File: src/rtl/alu_rs_table.sv
// ALU reservation station table.
// Holds up to RS_ENT waiting ALU ops. Each entry tracks its two source tags
// with ready bits, destination, an FU steering bit and an age counter. Result
// broadcasts wake sources up. The two ALU selectors free entries via grants.
// Ports:
//   clk, reset                    clock, async active-high reset
//   disp_*                        dispatch request, sources, destination
//   disp_ready, free_cnt          at least one free entry / number of free entries
//   wk_val1/2, wk_tag1/2          result-tag broadcasts
//   grant0/1, oindex0/1           selector grants for ALU0 / ALU1
//   ageN, indexN, fuN, rdyN_0/1   per-entry view for the selectors
//   iss_dest0/1, iss_dstval0/1    destination of the granted entry
module alu_rs_table #(
    parameter int RRF_SEL = 6,
    parameter int RS_ENT  = 8
) (
    input  logic               clk,
    input  logic               reset,
    input  logic               disp_valid,
    output logic               disp_ready,
    input  logic [RRF_SEL-1:0] disp_src1,
    input  logic [RRF_SEL-1:0] disp_src2,
    input  logic               disp_rdy1,
    input  logic               disp_rdy2,
    input  logic [RRF_SEL-1:0] disp_dest,
    input  logic               disp_dstval,
    input  logic               wk_val1,
    input  logic               wk_val2,
    input  logic [RRF_SEL-1:0] wk_tag1,
    input  logic [RRF_SEL-1:0] wk_tag2,
    input  logic               grant0,
    input  logic               grant1,
    input  logic [2:0]         oindex0,
    input  logic [2:0]         oindex1,
    output logic [RRF_SEL-1:0] age0, age1, age2, age3, age4, age5, age6, age7,
    output logic [2:0]         index0, index1, index2, index3,
    output logic [2:0]         index4, index5, index6, index7,
    output logic               fu0, fu1, fu2, fu3, fu4, fu5, fu6, fu7,
    output logic               rdy0_0, rdy1_0, rdy2_0, rdy3_0,
    output logic               rdy4_0, rdy5_0, rdy6_0, rdy7_0,
    output logic               rdy0_1, rdy1_1, rdy2_1, rdy3_1,
    output logic               rdy4_1, rdy5_1, rdy6_1, rdy7_1,
    output logic [RRF_SEL-1:0] iss_dest0,
    output logic               iss_dstval0,
    output logic [RRF_SEL-1:0] iss_dest1,
    output logic               iss_dstval1,
    output logic [3:0]         free_cnt
);

    localparam logic [RRF_SEL-1:0] AGE_MAX = {RRF_SEL{1'b1}};

    logic [RS_ENT-1:0]  busy_q, busy_d, rdy1_q, rdy1_d, rdy2_q, rdy2_d;
    logic [RS_ENT-1:0]  fu_q, fu_d, dstval_q, dstval_d;
    logic [RRF_SEL-1:0] src1_q [RS_ENT];
    logic [RRF_SEL-1:0] src1_d [RS_ENT];
    logic [RRF_SEL-1:0] src2_q [RS_ENT];
    logic [RRF_SEL-1:0] src2_d [RS_ENT];
    logic [RRF_SEL-1:0] dest_q [RS_ENT];
    logic [RRF_SEL-1:0] dest_d [RS_ENT];
    logic [RRF_SEL-1:0] age_q  [RS_ENT];
    logic [RRF_SEL-1:0] age_d  [RS_ENT];
    logic               toggle_q, toggle_d;

    logic [RS_ENT-1:0]  ready0, ready1;
    logic [2:0]         alloc_idx;
    logic               accept, clr0, clr1;

    function automatic logic wk_hit(input logic [RRF_SEL-1:0] tag,
                                    input logic v1, input logic [RRF_SEL-1:0] t1,
                                    input logic v2, input logic [RRF_SEL-1:0] t2);
        return (v1 && (t1 == tag)) || (v2 && (t2 == tag));
    endfunction

    assign ready0 = busy_q & rdy1_q & rdy2_q & ~fu_q;
    assign ready1 = busy_q & rdy1_q & rdy2_q & fu_q;

    assign disp_ready = ~(&busy_q);
    assign accept     = disp_valid && disp_ready;
    // Grants only count when the named entry is actually issuable on that ALU.
    assign clr0       = grant0 && ready0[oindex0];
    assign clr1       = grant1 && ready1[oindex1];

    // Lowest-numbered free entry, based on this cycle's busy bits only.
    always_comb begin
        alloc_idx = '0;
        for (int i = RS_ENT - 1; i >= 0; i--) begin
            if (!busy_q[i]) alloc_idx = 3'(i);
        end
    end

    always_comb begin
        free_cnt = '0;
        for (int i = 0; i < RS_ENT; i++) begin
            free_cnt = free_cnt + {3'b000, ~busy_q[i]};
        end
    end

    always_comb begin
        busy_d   = busy_q;
        rdy1_d   = rdy1_q;
        rdy2_d   = rdy2_q;
        fu_d     = fu_q;
        dstval_d = dstval_q;
        src1_d   = src1_q;
        src2_d   = src2_q;
        dest_d   = dest_q;
        age_d    = age_q;
        toggle_d = toggle_q;
        for (int i = 0; i < RS_ENT; i++) begin
            if (busy_q[i]) begin
                if (wk_hit(src1_q[i], wk_val1, wk_tag1, wk_val2, wk_tag2)) rdy1_d[i] = 1'b1;
                if (wk_hit(src2_q[i], wk_val1, wk_tag1, wk_val2, wk_tag2)) rdy2_d[i] = 1'b1;
                if (age_q[i] != AGE_MAX) age_d[i] = age_q[i] + RRF_SEL'(1);
            end
        end
        if (clr0) busy_d[oindex0] = 1'b0;
        if (clr1) busy_d[oindex1] = 1'b0;
        // The allocated entry was free this cycle, so no grant can touch it.
        if (accept) begin
            busy_d[alloc_idx]   = 1'b1;
            src1_d[alloc_idx]   = disp_src1;
            src2_d[alloc_idx]   = disp_src2;
            rdy1_d[alloc_idx]   = disp_rdy1 || wk_hit(disp_src1, wk_val1, wk_tag1, wk_val2, wk_tag2);
            rdy2_d[alloc_idx]   = disp_rdy2 || wk_hit(disp_src2, wk_val1, wk_tag1, wk_val2, wk_tag2);
            dest_d[alloc_idx]   = disp_dest;
            dstval_d[alloc_idx] = disp_dstval;
            fu_d[alloc_idx]     = toggle_q;
            age_d[alloc_idx]    = '0;
            toggle_d            = ~toggle_q;
        end
    end

    always_ff @(posedge clk or posedge reset) begin
        if (reset) begin
            busy_q   <= '0;
            rdy1_q   <= '0;
            rdy2_q   <= '0;
            fu_q     <= '0;
            dstval_q <= '0;
            toggle_q <= 1'b0;
            for (int i = 0; i < RS_ENT; i++) begin
                src1_q[i] <= '0;
                src2_q[i] <= '0;
                dest_q[i] <= '0;
                age_q[i]  <= '0;
            end
        end else begin
            busy_q   <= busy_d;
            rdy1_q   <= rdy1_d;
            rdy2_q   <= rdy2_d;
            fu_q     <= fu_d;
            dstval_q <= dstval_d;
            toggle_q <= toggle_d;
            src1_q   <= src1_d;
            src2_q   <= src2_d;
            dest_q   <= dest_d;
            age_q    <= age_d;
        end
    end

    assign iss_dest0   = grant0 ? dest_q[oindex0]   : '0;
    assign iss_dstval0 = grant0 ? dstval_q[oindex0] : 1'b0;
    assign iss_dest1   = grant1 ? dest_q[oindex1]   : '0;
    assign iss_dstval1 = grant1 ? dstval_q[oindex1] : 1'b0;

    assign {rdy7_0, rdy6_0, rdy5_0, rdy4_0, rdy3_0, rdy2_0, rdy1_0, rdy0_0} = ready0;
    assign {rdy7_1, rdy6_1, rdy5_1, rdy4_1, rdy3_1, rdy2_1, rdy1_1, rdy0_1} = ready1;
    assign {fu7, fu6, fu5, fu4, fu3, fu2, fu1, fu0} = fu_q;

    // Free entries report age 0 so the selector never sees stale ages.
    assign age0 = busy_q[0] ? age_q[0] : '0;
    assign age1 = busy_q[1] ? age_q[1] : '0;
    assign age2 = busy_q[2] ? age_q[2] : '0;
    assign age3 = busy_q[3] ? age_q[3] : '0;
    assign age4 = busy_q[4] ? age_q[4] : '0;
    assign age5 = busy_q[5] ? age_q[5] : '0;
    assign age6 = busy_q[6] ? age_q[6] : '0;
    assign age7 = busy_q[7] ? age_q[7] : '0;

    assign index0 = 3'd0;
    assign index1 = 3'd1;
    assign index2 = 3'd2;
    assign index3 = 3'd3;
    assign index4 = 3'd4;
    assign index5 = 3'd5;
    assign index6 = 3'd6;
    assign index7 = 3'd7;

endmodule

File: config.mk
export PLATFORM = sky130hd
export DESIGN_NAME = alu_rs_table
export DESIGN_NICKNAME = d
export VERILOG_FILES = /design/src/rtl/alu_rs_table.sv
export SDC_FILE = /design/constraint.sdc
export NUM_CORES = 1
export LEC_CHECK = 0
export ABC_AREA = 1
export BUFFER_PORTS_ARGS = -buffer_cell sky130_fd_sc_hd__buf_2
export CORE_UTILIZATION = 45
export CTS_CLUSTER_DIAMETER = 60
export CTS_CLUSTER_SIZE = 10
export DETAILED_ROUTE_END_ITERATION = 8
export GPL_ROUTABILITY_DRIVEN = 1
export GPL_TIMING_DRIVEN = 0
export REMOVE_ABC_BUFFERS = 1
export SYNTH_ARGS = -nofsm -noshare
export SYNTH_HDL_FRONTEND = slang
export SYNTH_SLANG_ARGS = --single-unit
File: constraint.sdc
create_clock -name clk -period 9 [get_ports clk]
set_input_delay 0 -clock clk [delete_from_list [all_inputs] [get_ports clk]]
set_output_delay 0 -clock clk [all_outputs]
set_load 0.01 [all_outputs]
==> results of run 1 <==
==> area by class of cell <==
| type | instances | area (um2) | share of cell area |
|---|---|---|---|
| sequential | 233 | 5830 | 0.342 |
| inverter | 336 | 1270 | 0.0745 |
| clock inverter | 10 | 133 | 0.00778 |
| clock buffer | 37 | 818 | 0.0480 |
| tap | 442 | 553 | 0.0325 |
| timing repair buffer | 165 | 1020 | 0.0596 |
| multi-input combinational | 1558 | 7420 | 0.435 |
==> per-stage QoR <==
| step | hold WS [ns] | instances | utilization |
|---|---|---|---|
| after floorplan | 0.109 | 2127 | - |
| after global placement | 0.343 | 2705 | 0.480 |
| after detailed placement | 0.0197 | 2708 | 0.483 |
| after CTS | 0.000404 | 2781 | 0.520 |
| after global routing | 0.0266 | 2781 | 0.520 |
| final | 0.00298 | 2781 | 0.520 |
==> where the power goes <==
part | internal, mW | switching [mW] | total, mW
Clock | 0.720 | 0.470 | 1.19
Sequential | 1.44 | 0.436 | 1.87
Combinational | 0.699 | 1.12 | 1.81
==> kinds of logic (layout without fill, tap and decap cells) <==
| family | after synthesis | in the layout | share of synthesized area |
|---|---|---|---|
| buffers and inverters | 459 | 548 | 0.127 |
| AO/OA/AOI/OAI | 370 | 370 | 0.137 |
| adder cells (fa/ha/maj) | 16 | 16 | 0.0153 |
| AND/OR/NAND/NOR | 1103 | 1103 | 0.306 |
| flip-flops | 233 | 233 | 0.387 |
| multiplexers | 2 | 2 | 0.00149 |
| XOR/XNOR | 43 | 43 | 0.0250 |
| other | 2 | 24 | 0.000498 |
==> sequential cells by signal (all words and copies together) (netlist names) <==
signal	flops
rdy2_q	8
toggle_q	1
dstval_q	8
dest_q	48
fu_q	8
rdy1_q	8
src2_q	48
age_q	48
src1_q	48
busy_q	8
==> per-layer routing <==
metal / routed length (um) / GRT usage
met4: 1950 / 0.118
met2: 22200 / 0.476
met3: 3830 / 0.0383
met1: 20600 / 0.384
met5: 0 / 0
==> synthesized netlist by cell type, types with 15 or more instances <==
library cell	instances
nand2_1	751
inv_1	319
dfrtp_1	233
o21ai_0	221
nor2_1	129
nand3_1	78
nand4_1	58
buf_2	48
a21oi_1	47
nor3_1	43
clkbuf_1	39
xor2_1	37
buf_4	30
o211ai_1	30
o21ai_1	16
o22ai_1	15
==> timing repair <==
| action | in CTS | in global routing |
|---|---|---|
| hold endpoints to repair | 266 | 0 |
| hold buffers | 26 | 0 |
| setup buffers | 0 | 0 |
==> worst min path at each step <==
stage	start	end
6_report	disp_src1[5]	src1_q[41]
3_3_place_gp	disp_valid	toggle_q
2_1_floorplan	oindex1[0]	iss_dest1[4]
4_1_cts	disp_src1[5]	src1_q[41]
3_5_place_dp	reset	src2_q[21]
5_1_grt	disp_src1[5]	src1_q[41]
==> worst max-delay path, stage by stage (launching register included) <==
cell and delay, ns:
dfrtp_1 0.78, inv_1 0.31, fa_1 0.60, inv_1 0.06
fa_1 0.45, fa_1 0.49, inv_1 0.04, ha_1 0.19
fa_1 0.38, xor2_1 0.15, buf_2 0.15
==> summary.txt, run 1 <==
Avg Inst Size Synth: 6.77 um2
die area: 34200 um2
first-pass GRT wire length: 76.7 mm
WL/cell: 17.5 um
Root Buffer: clkbuf_16
final period utilization: 0.464
die height: 185 um
post-cts resize count: 0
P_leak: 9.07 nW
FILL cells: 3339
CORE AREA: 32800 um2
most common library cell in the layout ignoring fill and taps: nand2_1
placed wire-length estimate: 30.8 mm
Worst-Margin Slew: 1.23 ns
Fin. Hold Viols: 0
setup tns final: 0 ns
most frequent cells in the layout: nand2_1, inv_1, dfrtp_1
Tot Pwr: 4.88 mW
sequential element share of the synthesized area: 0.387
Placement Cell Area: 15800 um2
initial antenna violation count: 0
YS warnings: 0
clock period minus worst slack: 4.17 ns
H-tree Lvls: 1
Ports: 161
Mapped Cells: 2228
effective utilization at floorplan: 0.460
GP Congestion: 0.924
RSZ-0062 raised after global routing: no
CTS tree: yes
worst slack, placed: 5.41 ns
Pre-antenna DRT Iters: 7
Yosys reg bits: 233
critical path startpoint: busy_q[0]
maximum vdd drop: 0.000251 V
Post-synth top flop: dfrtp_1
cell area after synthesis: 15100 um2
Worst Setup Slack, final: 4.83 ns
WP data required: 9.00 ns
cell depth of the worst flop-to-flop path: 9
number of global-route vias before repair: 14000
Clk Latency, worst-skew pair: 0.56 ns
drt initial violations: 1351
pin count of the biggest net entering global routing: 96
GRT Total Usage: 0.290
final setup fails: 0
clock skew: 0.00994 ns
worst r2r src: busy_q[4]
Slew Limit Fails: 0
type of origin of the critical path: flip-flop
Vias: 14800
Routed WL: 48.6 mm
antenna diode count: 0
Die X: 185 um
r2r setup slk: 5.38 ns
Nets: 2387
Post-synth EDFFs: 0
layout cell share with drive strength beyond 1: 0.106
f_max: 0.240 GHz
total grt overflow: 0
status: finished clean
area grow syn2layout: 13.0%
Row Count: 66
crit path capture: free_cnt[2]
Crit. End Element: primary output
async set or reset register ratio after synthesis: 1.00
CP max FO: 17
port bufs: 136
Yosys top cell area share: 0.387
Setup CP Type: flip-flop to primary output
number of remaining DRC errors: 0
clock buffer depth: 3
Slew Limit Headroom: 0.178
WHS Path Cells: 3
pwr/cell area: 286 nW/um2
CTS sink cnt: 233
crit path DAT: 4.17 ns
CTS Buf Count: 31
vias per inst: 5.34
Max-Cap Viols: 0
synth top area cells: dfrtp_1, nand2_1, inv_1
final instance area: 17000 um2
Clock Pin Slew Worst Setup and Hold Paths: 0.06 ns
post-route ant nets: 0
Synth area leader: dfrtp_1
unique cell type count in the Yosys netlist: 48
type of the most critical hold path: primary input to flip-flop
Reg-to-Reg End: busy_q[2]
Note: power is estimated with default switching activity, not from simulation.
==> run 2, diff against run 1 <==
Clock period 9 ns to 4 ns, I/O delays scaled along.
==> run 2 against run 1 <==
Compared with the run above: design area hardly changed; sequential share of layout area hardly changed; critical path depth stayed put; core utilization hardly changed; global-route usage stayed put; hold slack better by 0.0025 ns; non-clock buffer count stayed put; sequential cell count stayed put; critical path type unchanged; largest power group unchanged.
==> summary.txt, run 2 (synthesis results as in run 1) <==
status: finished clean (unchanged)
Slew Limit Fails: 0 (unchanged)
Fin. Hold Viols: 0 (unchanged)
GP Congestion: 0.924 (unchanged)
CTS Buf Count: 31 (unchanged)
type of the most critical hold path: primary input to flip-flop (unchanged)
final core occ: 0.520 (about the same)
GRT Total Usage: 0.290 (unchanged)
Slew Limit Headroom: 0.181 (was 0.178)
Vias: 14900 (was 14800)
crit path DAT: 3.82 ns (was 4.17 ns)
Routed WL: 48.6 mm (about the same)
Row Count: 66 (unchanged)
Tot Pwr: 11.0 mW (was 4.88 mW)
cell depth of the worst flop-to-flop path: 9 (unchanged)
final setup fails: 0 (unchanged)
clock network power share: 0.244 (about the same)
Comb power frac: 0.372 (about the same)
pwr/cell area: 644 nW/um2 (was 286 nW/um2)
switch share: 0.414 (was 0.415)
clock period minus worst slack: 3.82 ns
Die X: 185 um (unchanged)
most common library cell in the layout ignoring fill and taps: nand2_1 (unchanged)
CTS tree: yes (unchanged)
placed wire-length estimate: 30.8 mm (unchanged)
f_max: 0.262 GHz
vias per inst: 5.34 (about the same)
Root Buffer: clkbuf_16 (unchanged)
Hold WS: 0.00549 ns (was 0.00298 ns)
H-tree Lvls: 1 (unchanged)
CP peak stage delay: 0.57 ns (was 0.78 ns)
first-pass GRT wire length: 76.7 mm (unchanged)
Clk Latency, worst-skew pair: 0.56 ns (about the same)
initial antenna violation count: 0 (unchanged)
worst slack, placed: 0.405 ns (was 5.41 ns)
Setup CP Type: flip-flop to primary output (unchanged)
Critical Path, Cell by Cell: inv_1 > fa_1 > inv_1 > fa_1 > fa_1 > inv_1 > ha_1 > fa_1 > xor2_1 > buf_2 (unchanged)
maximum vdd drop: 0.000564 V (was 0.000251 V)
CP max FO: 17 (unchanged)
Max-Cap Viols: 0 (unchanged)
layout cell share with drive strength beyond 1: 0.107 (was 0.106)
final period utilization: 0.954
post-route ant nets: 0 (unchanged)
WP data required: 4.00 ns (was 9.00 ns)
Ports: 161 (unchanged)
clock skew: 0.0115 ns (was 0.00994 ns)
die height: 185 um (unchanged)
Switch Pwr: 4.55 mW (was 2.02 mW)
CORE AREA: 32800 um2 (unchanged)
Worst Setup Slack, final: 0.183 ns (was 4.83 ns)
WL/cell: 17.5 um (about the same)
Pre-antenna DRT Iters: 6 (was 7)
WHS Path Cells: 3 (unchanged)
number of global-route vias before repair: 14000 (unchanged)
die area: 34200 um2 (unchanged)
area grow syn2layout: 13.0% (about the same)
Crit. End Element: primary output (unchanged)
Nets: 2387 (unchanged)
effective utilization at floorplan: 0.460 (unchanged)
port bufs: 136 (unchanged)
sequential power share: 0.384 (about the same)
Worst-Margin Slew: 1.23 ns (about the same)
RSZ-0062 raised after global routing: no (unchanged)
Most common cell on crit path: fa_1 (unchanged)
type of origin of the critical path: flip-flop (unchanged)
P_int: 6.43 mW (was 2.85 mW)
pin count of the biggest net entering global routing: 96 (unchanged)
P_leak: 9.07 nW (about the same)
CTS sink cnt: 233 (unchanged)
Clock Pin Slew Worst Setup and Hold Paths: 0.06 ns (about the same)
drt initial violations: 1351 (unchanged)
most frequent cells in the layout: nand2_1, inv_1, dfrtp_1 (unchanged)
clock buffer depth: 3 (unchanged)
total grt overflow: 0 (unchanged)
cell with the largest stage delay on the worst path: dfrtp_4 (was dfrtp_1)
antenna diode count: 0 (unchanged)
number of remaining DRC errors: 0 (unchanged)
==> run 2: changes by cell type in the layout (fill, tap and decap cells not counted) <==
| cell | delta |
|---|---|
| dfrtp_4 | +1 |
| dfrtp_2 | +2 |
| dfrtp_1 | -3 |
==> run 2: repair_timing <==
item | in CTS | in global routing
endpoints found under the setup margin | 2 | 1
resized for setup | 2 | 2
hold endpoints to repair | 266 | 0
buffers inserted | 0 | 0
hold buffers | 26 | 0
==> run 2: metal layers <==
metal | up-vias | GRT usage | routed length, um
met5 | - | 0 | 0
met4 | 0 | 0.118 | 1950
met3 | 148 | 0.0383 | 3790
met2 | 626 | 0.476 | 22300
met1 | 6880 | 0.384 | 20600
li1 | 7199 | - | -
==> run 2: per-stage QoR <==
step	TNS, ns	instance area (um2)	cells
2_1_floorplan	-556.79	14500	2127
3_3_place_gp	-1269.84	15700	2705
3_5_place_dp	0	15800	2708
4_1_cts	0	17000	2781
5_1_grt	0	17000	2781
6_report	0	17000	2781
==> run 2: final timing paths <==
check	startpoint	to	slack, ns
worst min register to register	dest_q[20]	dest_q[20]	0.48
worst max-delay path	busy_q[0]	free_cnt[2]	0.18
max in group asynchronous	reset	busy_q[0]	2.15
worst max register to register	busy_q[4]	busy_q[2]	0.47
min in group asynchronous	reset	src2_q[20]	0.59
worst min-delay path	disp_src1[5]	src1_q[41]	0.005
==> run 2: power groups by stage <==
stage / combinational (mW) / sequential [mW] / clock (mW)
after floorplan: 2.94 / 3.96 / 0
after global placement: 3.91 / 4.21 / 0
after detailed placement: 4.04 / 4.22 / 0
after CTS: 4.09 / 4.19 / 2.73
after global routing: 4.75 / 4.36 / 2.82
final: 4.08 / 4.22 / 2.68
==> run 2: worst max-delay path: cells and delay by family (launching register included) <==
kind,cells,cell delay (ns)
xor gates and xnor gates,1,0.15
adders and majority gates,5,2.08
buffers and inverters,4,0.45
DFF,1,0.57
==> run 2: layout make-up <==
type	instances	area [um2]
repair buffers	165	1020
flip-flops and latches	233	5840
inverters	336	1270
clock buffers	37	818
multi-input cells	1558	7420
fillers	3338	15700
clock inverters	10	133
well taps	442	553
==> run 3, diff against run 2 <==
Settings changed: ABC_AREA 1 to default.
Clock period 4 ns to 3.9 ns, I/O delays scaled along.
==> run 3 against run 2 <==
Compared with the run above: hold slack gained 0.013 ns; clock power shrank 10%; sequential cell count is the same; sequential power grew 17%; sequential share of layout area grew 2.3 points; final cell count shrank 33%; critical path type unchanged; critical endpoint unchanged.
==> summary.txt, run 3 <==
status: finished clean (unchanged)
P_leak: 6.94 nW (was 9.07 nW)
post-synthesis mux area share: 0.167 (was 0.00149)
die area: 31900 um2 (was 34200 um2)
switch share: 0.384 (was 0.414)
Yosys reg bits: 233 (unchanged)
CP max FO: 12 (was 17)
most common library cell in the layout ignoring fill and taps: dfrtp_1 (was nand2_1)
CTS Buf Count: 29 (was 31)
Commonest cells post-synth: dfrtp_1, xnor2_1, nand2_1 (was nand2_1, inv_1, dfrtp_1)
Switch Pwr: 4.89 mW (was 4.55 mW)
YS warnings: 0 (unchanged)
number of global-route vias before repair: 10100 (was 14000)
most numerous cell in the Yosys netlist: dfrtp_1 (was nand2_1)
Setup CP Type: flip-flop to primary output (unchanged)
Hold WS: 0.0184 ns (was 0.00549 ns)
Ports: 161 (unchanged)
most frequent cells in the layout: dfrtp_1, xnor2_1, buf_2 (was nand2_1, inv_1, dfrtp_1)
Pre-antenna DRT Iters: 5 (was 6)
adder-cell share of the synthesized area: 0.0164 (was 0.0153)
Slew Limit Headroom: 0.0657 (was 0.181)
Placement Cell Area: 14800 um2 (was 15800 um2)
Post-synth top flop: dfrtp_1 (unchanged)
CTS sink cnt: 233 (unchanged)
Max-Cap Viols: 0 (unchanged)
sequential power share: 0.388 (was 0.384)
final period utilization: 0.944
Nets: 1510 (was 2387)
Worst-Margin Slew: 1.39 ns (was 1.23 ns)
unique cell type count in the Yosys netlist: 57 (was 48)
Fin. Hold Viols: 0 (unchanged)
Vias: 10300 (was 14900)
CTS tree: yes (unchanged)
P_int: 7.84 mW (was 6.43 mW)
placed cell count: 1783 (was 2708)
Clock Pin Slew Worst Setup and Hold Paths: 0.06 ns (about the same)
async set or reset register ratio after synthesis: 1.00 (unchanged)
Synth area leader: dfrtp_1 (unchanged)
antenna diode count: 0 (unchanged)
maximum vdd drop: 0.000397 V (was 0.000564 V)
CP peak stage delay: 0.55 ns (was 0.57 ns)
effective utilization at floorplan: 0.458 (was 0.460)
Post-synth EDFFs: 0 (unchanged)
clock buffer depth: 3 (unchanged)
cell with the largest stage delay on the worst path: dfrtp_4 (unchanged)
initial antenna violation count: 0 (unchanged)
CORE AREA: 30700 um2 (was 32800 um2)
GP Congestion: 0.803 (was 0.924)
sequential element share of the synthesized area: 0.415 (was 0.387)
Comb power frac: 0.422 (was 0.372)
clock period minus worst slack: 3.68 ns
Avg Inst Size Synth: 10.5 um2 (was 6.77 um2)
drt initial violations: 675 (was 1351)
port bufs: 136 (unchanged)
post-synthesis simple-gate area fraction: 0.152 (was 0.306)
Synth Area in Compound Gates: 0.0471 (was 0.137)
WL/cell: 20.2 um (was 17.5 um)
FILL cells: 2789 (was 3338)
Die X: 179 um (was 185 um)
placed wire-length estimate: 23.3 mm (was 30.8 mm)
Crit. End Element: primary output (unchanged)
die height: 179 um (was 185 um)
synth top area cells: dfrtp_1, xnor2_1, mux2_2 (was dfrtp_1, nand2_1, inv_1)
Most common cell on crit path: fa_1 (unchanged)
cell area after synthesis: 14000 um2 (was 15100 um2)
Yosys top cell area share: 0.415 (was 0.387)
post-route ant nets: 0 (unchanged)
GRT Total Usage: 0.238 (was 0.290)
combinational family with the most area after synthesis: multiplexers (was simple AND/OR/NAND/NOR gates)
pwr/cell area: 797 nW/um2 (was 644 nW/um2)
vias per inst: 5.55 (was 5.34)
type of the most critical hold path: primary input to asynchronous set/reset pin (was primary input to flip-flop)
clock network power share: 0.190 (was 0.244)
final setup fails: 0 (unchanged)
number of remaining DRC errors: 0 (unchanged)
crit path DAT: 3.68 ns (was 3.82 ns)
final instance area: 16000 um2 (was 17000 um2)
Routed WL: 37.5 mm (was 48.6 mm)
Critical Path, Cell by Cell: inv_1 > fa_1 > inv_1 > fa_1 > fa_1 > inv_1 > ha_1 > fa_1 > xor2_1 > buf_2 (unchanged)
f_max: 0.272 GHz
type of origin of the critical path: flip-flop (unchanged)
Non-Filler Instances: 1854 (was 2781)
area grow syn2layout: 13.8% (was 13.0%)
H-tree Lvls: 1 (unchanged)
clock skew: 0.0114 ns (was 0.0115 ns)
Root Buffer: clkbuf_16 (unchanged)
Clk Latency, worst-skew pair: 0.56 ns (about the same)
first-pass GRT wire length: 58.1 mm (was 76.7 mm)
WP data required: 3.90 ns (was 4.00 ns)
Mapped Cells: 1335 (was 2228)
RSZ-0062 raised after global routing: no (unchanged)
Row Count: 64 (was 66)
total grt overflow: 0 (unchanged)
pin count of the biggest net entering global routing: 98 (was 96)
XOR/XNOR Fraction of Synth Area: 0.152 (was 0.0250)
Slew Limit Fails: 0 (unchanged)
layout cell share with drive strength beyond 1: 0.232 (was 0.107)
==> run 3: cell type report <==
cell class,instances,area [um2],share of cell area
clock buffer,36,782,0.0489
multi-input combinational,987,7610,0.476
timing repair buffer,175,1120,0.0700
sequential,233,5840,0.365
tap,396,495,0.0310
clock inverter,5,46.3,0.00290
inverter,22,90.1,0.00564
==> run 3: path summary, 6_finish.rpt <==
| path | startpoint | endpoint | slack (ns) | cells after the start |
|---|---|---|---|---|
| max | busy_q[3] | free_cnt[2] | 0.22 | 10 |
| max reg2reg | busy_q[7] | src1_q[20] | 0.76 | 5 |
| max in group asynchronous | reset | busy_q[3] | 2.65 | 5 |
| min reg2reg | dest_q[1] | dest_q[1] | 0.51 | 1 |
| min | reset | age_q[27] | 0.02 | 3 |
| min in group clk | oindex1[2] | busy_q[6] | 0.08 | 4 |
==> run 3: metrics by stage <==
| step | setup slack, ns | util | TNS [ns] | power [mW] |
|---|---|---|---|---|
| after floorplan | -2.49 | - | -580.09 | 8.59 |
| after global placement | -5.42 | 0.479 | -1313.44 | 10.1 |
| after detailed placement | 0.282 | 0.484 | 0 | 10.3 |
| after CTS | 0.0112 | 0.520 | 0 | 12.8 |
| after global routing | 0.0140 | 0.521 | 0 | 13.7 |
| final | 0.217 | 0.521 | 0 | 12.7 |
==> run 3: per-layer routing <==
layer | vias up | wire (um) | global-route usage
li1 | 4782 | - | -
met1 | 5128 | 17500 | 0.344
met2 | 324 | 16900 | 0.377
met3 | 58 | 2210 | 0.0288
met4 | 0 | 869 | 0.0614
met5 | - | 0 | 0
==> run 3: kinds of logic (layout without fill, tap and decap cells) <==
family,Yosys count,after routing
muxes,186,186
xor gates and xnor gates,243,243
buffers and inverters,137,238
and+or+nand+nor,416,416
AOI/OAI and AO/OA,102,102
DFF,233,233
other,2,24
adders and majority gates,16,16
==> run 3: repair_timing <==
item,4_1_cts,5_1_grt
endpoints found under the setup margin,2,2
hold buffers,27,0
resized for setup,3,1
setup buffers,0,3
endpoints found under the hold margin,316,0
==> run 3: worst max-delay path, delay by kind of cell (launching register included) <==
family | cells | cell delay (ns)
buf+inv | 4 | 0.37
flops | 1 | 0.55
xor+xnor | 1 | 0.20
fa+ha+maj | 5 | 2.01
==> run 3: power by group through the flow <==
stage	registers [mW]	clock network (mW)	logic [mW]
floorplan	4.62	0	3.97
global placement	4.95	0	5.14
detailed placement	4.99	0	5.30
CTS	4.96	2.47	5.36
global route	5.12	2.55	6.00
finish	4.94	2.41	5.38
